## config.mk

```make
export PLATFORM = sky130hd
export DESIGN_NAME = apb_master_arb
export DESIGN_NICKNAME = d
export VERILOG_FILES = /design/src/rtl/apb_master_arb.sv
export SDC_FILE = /design/constraint.sdc
export NUM_CORES = 1
export LEC_CHECK = 0
export BUFFER_PORTS_ARGS = -buffer_cell sky130_fd_sc_hd__buf_2
export CAP_MARGIN = 5
export CORE_ASPECT_RATIO = 1.1
export CORE_UTILIZATION = 35
export CTS_BUF_LIST = sky130_fd_sc_hd__clkbuf_8
export CTS_CLUSTER_SIZE = 10
export DETAILED_ROUTE_END_ITERATION = 7
export PLACE_DENSITY_LB_ADDON = 0.25
export SYNTH_ARGS = -nofsm -noshare
export SYNTH_HDL_FRONTEND = slang
export SYNTH_SLANG_ARGS = --single-unit
```

## constraint.sdc

```tcl
create_clock -name pclk -period 5.45 [get_ports pclk]
set_input_delay 0.2725 -clock pclk [delete_from_list [all_inputs] [get_ports pclk]]
set_output_delay 0.2725 -clock pclk [all_outputs]
set_load 0.02 [all_outputs]
```

## src/rtl/apb_master_arb.sv

```systemverilog
// Round-robin APB master: NREQ requesters share one APB slave, IDLE->SETUP->ACCESS per transfer.
// Write rsp 3 cycles after accept (+RD_LAT for reads); requesters stall via req_ready, slave via pready/timeout.
module apb_master_arb #(
    parameter int NREQ    = 2,
    parameter int AW      = 4,
    parameter int DW      = 8,
    parameter int RD_LAT  = 1,
    parameter int TIMEOUT = 15
) (
    input  logic               pclk,
    input  logic               preset,
    input  logic [NREQ-1:0]    req_valid,
    input  logic [NREQ-1:0]    req_write,
    input  logic [NREQ*AW-1:0] req_addr,
    input  logic [NREQ*DW-1:0] req_wdata,
    output logic [NREQ-1:0]    req_ready,
    output logic [NREQ-1:0]    rsp_valid,
    output logic [DW-1:0]      rsp_rdata,
    output logic               rsp_err,
    output logic               psel,
    output logic               penable,
    output logic               pwrite,
    output logic [AW-1:0]      paddr,
    output logic [DW-1:0]      pwdata,
    input  logic [DW-1:0]      prdata,
    input  logic               pready
);

    localparam int IW = (NREQ > 1) ? $clog2(NREQ) : 1;
    localparam logic [7:0] TO_LAST = 8'(TIMEOUT - 1);
    localparam logic [7:0] RD_LAST = 8'((RD_LAT > 0) ? RD_LAT - 1 : 0);

    typedef enum logic [2:0] {S_IDLE, S_SETUP, S_ACCESS, S_RDWAIT, S_RESP} state_t;

    state_t          state_q, state_d;
    logic [IW-1:0]   ptr_q, owner_q, gnt_idx, idx;
    logic            gnt_any;
    logic            write_q;
    logic [AW-1:0]   addr_q;
    logic [DW-1:0]   wdata_q, rdata_q;
    logic            err_q;
    logic [7:0]      cnt_q;

    // Search starts one past the last winner so a just-served requester goes last.
    always_comb begin
        gnt_any = 1'b0;
        gnt_idx = '0;
        idx     = '0;
        for (int k = 1; k <= NREQ; k++) begin
            idx = IW'((int'(ptr_q) + k) % NREQ);
            if (!gnt_any && req_valid[idx]) begin
                gnt_any = 1'b1;
                gnt_idx = idx;
            end
        end
    end

    always_ff @(posedge pclk or negedge preset) begin
        if (!preset) state_q <= S_IDLE;
        else         state_q <= state_d;
    end

    always_comb begin
        state_d = state_q;
        case (state_q)
            S_IDLE:   if (gnt_any) state_d = S_SETUP;
            S_SETUP:  state_d = S_ACCESS;
            S_ACCESS: begin
                if (pready) begin
                    if (write_q || RD_LAT == 0) state_d = S_RESP;
                    else                        state_d = S_RDWAIT;
                end else if (cnt_q == TO_LAST) begin
                    state_d = S_RESP;
                end
            end
            S_RDWAIT: if (cnt_q == RD_LAST) state_d = S_RESP;
            S_RESP:   state_d = S_IDLE;
            default:  state_d = S_IDLE;
        endcase
    end

    always_ff @(posedge pclk or negedge preset) begin
        if (!preset) begin
            ptr_q   <= IW'(NREQ - 1);
            owner_q <= '0;
            write_q <= 1'b0;
            addr_q  <= '0;
            wdata_q <= '0;
            rdata_q <= '0;
            err_q   <= 1'b0;
            cnt_q   <= '0;
        end else begin
            if (state_q == S_IDLE && gnt_any) begin
                ptr_q   <= gnt_idx;
                owner_q <= gnt_idx;
                write_q <= req_write[gnt_idx];
                addr_q  <= req_addr[gnt_idx*AW +: AW];
                wdata_q <= req_wdata[gnt_idx*DW +: DW];
                rdata_q <= '0;
                err_q   <= 1'b0;
            end
            // Counter restarts on every state change, so it times both ACCESS and RDWAIT.
            if (state_d != state_q)
                cnt_q <= '0;
            else if (state_q == S_ACCESS || state_q == S_RDWAIT)
                cnt_q <= cnt_q + 8'd1;
            if (state_q == S_ACCESS) begin
                if (pready) begin
                    if (!write_q && RD_LAT == 0) rdata_q <= prdata;
                end else if (cnt_q == TO_LAST) begin
                    err_q <= 1'b1;
                end
            end
            if (state_q == S_RDWAIT && cnt_q == RD_LAST)
                rdata_q <= prdata;
        end
    end

    always_comb begin
        psel      = (state_q == S_SETUP) || (state_q == S_ACCESS);
        penable   = (state_q == S_ACCESS);
        pwrite    = write_q;
        paddr     = addr_q;
        pwdata    = wdata_q;
        rsp_valid = '0;
        req_ready = '0;
        rsp_rdata = (state_q == S_RESP) ? rdata_q : '0;
        rsp_err   = (state_q == S_RESP) && err_q;
        if (state_q == S_RESP) rsp_valid[owner_q] = 1'b1;
        // Gated by reset so no handshake can appear while held in reset.
        if (state_q == S_IDLE && gnt_any && preset) req_ready[gnt_idx] = 1'b1;
    end

endmodule

```

## Word-level counts from Yosys, hierarchy flattened

Index checks and enable logic that the tools add are counted.

- Input port bits: 39
- Word-level logic and storage cells: 71
- Register bits: 35

- Equality and inequality tests: 6
- Reduce and logical (&&, ||, !) cells: 14
- Shifts and indexed selects: 2
- Magnitude comparators: 6
- $add $sub $neg: 3
- Mux-type cells: 31

Operators by type and width:

| kind | number |
|---|---|
| two-way mux 8 bit | 5 |
| two-way mux 1 bit | 16 |
| indexed part select 16 x 5 -> 8 bit | 1 |
| two-way mux 3 bit | 5 |
| case mux 3 bit (4 select lines) | 1 |
| adder 8 x 1 -> 8 bit, second input constant | 1 |
| == test 8 x 4 -> 1 bit, second input constant | 1 |
| zero test 8 bit | 1 |
| < comparator 1 x 2 -> 1 bit, second input constant | 4 |
| indexed part select 8 x 4 -> 4 bit | 1 |
| logical AND 1 bit | 7 |
| == test 3 x 2 -> 1 bit, second input constant | 2 |
| two-way mux 2 bit | 2 |
| nonzero test 2 bit | 2 |
| == test 3 x 1 -> 1 bit, second input constant | 1 |
| == test 3 bit, second input constant | 1 |
| zero test 3 bit | 1 |
| != test 3 bit | 1 |
| adder 1 bit, second input constant | 2 |
| demux 1 bit (select 1 bit) | 2 |
| >= comparator 1 bit, second input constant | 2 |
| logical OR 1 bit | 2 |
| zero test 1 bit | 1 |

## Longest topological paths before layout

- Depth after elaboration: 12
- Depth in mapped cells: 7

## Worst setup path after synthesis

Ideal clock, no wire load.

- Kind: register -> register
- From: reg cnt_q[0]
- To: reg rdata_q[5]
- Stages on the path, launching flop included: 7
- Library setup time: 126 ps
- Path slack: 3726 ps
- Arrival time: 1597 ps
- Buffers on the path: 1
- Data required time: 5324 ps
- Period minus slack after synthesis: 1724 ps
- Path through: dfrtp_1 inv_1 ha_1 or3b_2 nor4_4 buf_6 o21ai_0

- Word-level cells in the longest chain between the ends: 3

RTL lines:

| what | line | source |
|---|---|---|
| start: declaration | 42 | `logic [7:0] cnt_q;` |
| start signal: assignment | 106 | `cnt_q <= cnt_q + 8'd1;` |
| zero test 8 bit (*) | 114 | `if (state_q == S_RDWAIT && cnt_q == RD_LAST)` |
| logical AND 1 bit (*) | 114 |  |
| two-way mux 8 bit / nonzero test 2 bit (equally long branches) | - |  |
| end signal: assignment | 109 | `if (!write_q && RD_LAT == 0) rdata_q <= prdata;` |
| end signal: assignment | 115 | `rdata_q <= prdata;` |
| end: declaration | 40 | `logic [DW-1:0] wdata_q, rdata_q;` |

Every way passes the cells marked *; elsewhere a longest branch is shown, timed or not.
A chain may end at the register's enable or synchronous reset.

## Final worst setup path

- From: reg ptr_q
- To: out req_ready[1]

- Word-level cells in the longest chain between the ends: 12

RTL lines:

| what | line | source |
|---|---|---|
| start: declaration | 36 | `logic [IW-1:0] ptr_q, owner_q, gnt_idx, idx;` |
| start signal: assignment | 84 | `ptr_q <= IW'(NREQ - 1);` |
| start signal: assignment | 94 | `ptr_q <= gnt_idx;` |
| adder 1 bit | 50 | `idx = IW'((int'(ptr_q) + k) % NREQ);` |
| two-way mux 1 bit (implied by the code) (2 in series) | 51 | `if (!gnt_any && req_valid[idx]) begin` |
| two-way mux 1 bit | 51 |  |
| zero test 1 bit | 51 |  |
| logical AND 1 bit | 51 |  |
| two-way mux 1 bit | 51 |  |
| < comparator 1 x 2 -> 1 bit (implied by the code) / >= comparator 1 bit (equally long branches) | 131 | `if (state_q == S_IDLE && gnt_any && preset) req_ready[gnt_idx] = 1'b1;` |
| logical AND 1 bit (implied by the code) | 131 |  |
| two-way mux 1 bit (implied by the code) | 131 |  |
| demux 1 bit (select 1 bit) | 131 |  |
| two-way mux 2 bit (*) | 131 |  |
| end: declaration | 16 | `output logic [NREQ-1:0] req_ready,` |

Every way passes the cells marked *; elsewhere a longest branch is shown, timed or not. The select of a mux whose other input is x is not followed.

==> parameters.txt <==
Parameter                              Value

Synth
  Share of the synthesized area in the top cell type ... between 40% and 50%
  Post-Synthesis Cells ... roughly 190
  Ys Warns ... 0
  Synthesized area per cell ... around 9.5 um2
  Leading area contributor after synthesis ... dfrtp_1
  Proportion of synthesized chip area in sequential cells ... 49.2%
  Area of the mapped netlist ... 1780 um2
  Net count after synthesis ... between 200 and 250
  Number of distinct library cells after synthesis ... 33
  Biggest area contributors in the synthesized netlist ... dfrtp_1 (48%), nand2_1 (8.4%), mux2i_1 (7.9%)
  Synthesis-stage register bit count ... 35

STA
  Post-layout minimum cycle time ... 2160 ps
  Setup_tns ... 0 ps
  Fin Clk Skew ... ~3.8 ps
  Final max-slew violation count ... 0
  Fmax ... 464 MHz
  Slew at the pin with the worst max-slew slack ... just over 1000 ps
  Unrepaired setup endpoints after global routing ... false
  Slew Limit Headroom ... a little under a third
  Number of failing setup endpoints in the final timing report ... 0
  Final hold violation count ... 0
  Post-route clock period utilization ... 39.6%

Status
  Status ... complete, no violations

Floorplan
  Horizontal extent of the die ... around 70 um
  Floorplan core area ... 4780 um2
  Number of top-level pins ... 67
  Initial Utilization ... a little under two fifths
  Placement row count ... 26
  Y dimension of the die ... approximately 77 um
  Die ar. ... 5380 um2

Detailed routing
  Final routed DRC violation total ... 0
  Number of detailed-route iterations in the first pass ... 4
  Routed vias/inst ... around 4.9
  First-iteration detailed-routing DRC count ... 15
  Routed length per placed instance ... roughly 12 um
  Routed WL ... between 3000 and 4000 um
  Vias ... about 1500
  Antenna viol nets, final ... 0

Clock tree
  Buffer type at the clock tree root ... clkbuf_8
  Clock-pin slew reported for the worst setup and hold paths after clock tree synthesis ... around 70 ps
  Gates resized, CTS repair ... 0
  Post CTS Setup Buffer Count ... 0
  CTS sink cnt ... 35
  Number of buffers between clock root and the deepest sink ... 2
  # hold bufs at CTS ... 0
  Clock tree from TritonCTS ... done
  Level count of the clock H-tree ... 2
  Clock latency at the later pin of the worst-skew pair ... 280 ps
  Number of buffers created by CTS ... 5

Setup path
  Arrival time of data at the critical path endpoint ... about 1900 ps
  Startpoint class of the critical path ... flip-flop
  Maximum fanout along the worst path ... 16
  Required arrival time at the worst endpoint ... about 5200 ps
  Type of element capturing the critical path ... primary output
  Path type of the worst setup path ... flip-flop to primary output

Finish
  Most common cell after layout, fill and taps aside ... buf_2
  Layout Nets ... 293
  Final standard cell count with taps included and fillers excluded ... approximately 310
  Commonest cells after routing, fill and taps aside ... buf_2 (66), nand2_1 (40), dfrtp_1 (34)
  Synth-to-Final Area Change ... 24.7%
  Number of inserted filler cells in the final layout ... 480
  Fraction of final layout cells sized beyond drive strength 1 ... about a third
  Ant diodes ... 0

Placement
  RD Place Congestion ... roughly 0.76
  Number of buffers added on ports ... 66
  Detailed placement HPWL ... roughly 2700 um
  Post-placement cell count ... 300

Power and ir drop
  Highest ir drop seen on vdd ... around 0.24 mV
  Total power of the final layout ... approximately 1.1 mW
  Leakage power figure ... about 1.2 nW
  Total power divided by cell area ... just under 500 nW/um2

Min path
  Class of the tightest hold or removal check ... input port to async pin

Flow run
  Max Cap Viol ... 0

Global route
  Tot GR Track Use ... about 15%
  Maximum number of pins on one net before global-route repair ... 38
  Global route overflow ... 0
  Vias in the first global route ... around 1400
  Antenna violations before repair ... 0
  Global-route wire length before repair ... around 6400 um
metal layers:
metal / vias to the layer above / GRT usage, % / routed length (um)
met2: 56 / 23.4 / 1740
met3: 5 / 5.91 / 290
met4: 0 / 4.80 / 48
li1: 772 / - / -
met1: 689 / 18.7 / 1760
met5: - / 0 / 0
final cells by class:
class	instances	area (um2)	area share (%)
Multi-Input combinational cell	139	845	38.0
Clock buffer	5	68.8	3.10
Clock inverter	3	12.5	0.563
Inverter	3	11.3	0.507
Timing Repair Buffer	67	338	15.2
Sequential cell	35	877	39.5
Tap cell	56	70.1	3.15
where the power goes:
part           total (mW)  switching [mW]  internal (mW)
Sequential          0.434          0.0864          0.348
Clock               0.175          0.0891         0.0859
Combinational       0.467           0.296          0.171
Total                1.08           0.472          0.605
worst paths after layout:
check                          start      endpoint  slack, ps  cells after the start
min in group pclk          prdata[1]    rdata_q[1]        190                      3
max in group asynchronous     preset      cnt_q[3]       4880                      1
max                            ptr_q  req_ready[1]       3290                      3
max reg2reg                 cnt_q[0]    rdata_q[3]       3400                      5
min                           preset      paddr[1]         70                      1
min reg2reg                    ptr_q         ptr_q        470                      2
critical path, cell delays in order (launching register included):
cell	delay, ps
dfstp_2	380
a21boi_2	790
and3_1	270
buf_2	160
kinds of logic after synthesis:
logic type,share of synthesized area [%]
AND/OR/NAND/NOR,21.9
flip-flops,49.2
AO/OA/AOI/OAI,11.4
buffers and inverters,3.58
multiplexers,7.86
XOR/XNOR,3.93
adder cells (fa/ha/maj),2.11
synth_stat cells (all sizes together):
cell type	n
nand2	40
dfrtp	34
o21ai	23
nor2	15
mux2i	14
and3	13
clkbuf	7
xor2	6
buf	4
ha	3
inv	3
nand4	3
nor4	3
a22o	2
nand3b	2
xnor2	2
a21boi	1
a21o	1
a21oi	1
a31oi	1
and2	1
dfstp	1
nand4b	1
o2111ai	1
o211ai	1
o21a	1
o22a	1
o311ai	1
or3b	1
or4	1
metrics by stage:
stage               util (%)  setup slack, ps  instance area, um2  hold slack, ps
global placement        44.8             3450                2140             401
floorplan                  -             3730                1780           -23.1
CTS                     46.5             3260                2220             102
global route            46.5             3140                2220             137
finish                  46.5             3290                2220            65.8
detailed placement      44.8             3370                2140             406
registers in the layout, summed over array words and instances (netlist names):
register  count
cnt_q         8
pwdata        8
rdata_q       8
paddr         4
state_q       3
err_q         1
owner_q       1
ptr_q         1
pwrite        1
No activity file was read; power rests on OpenSTA's default activity.
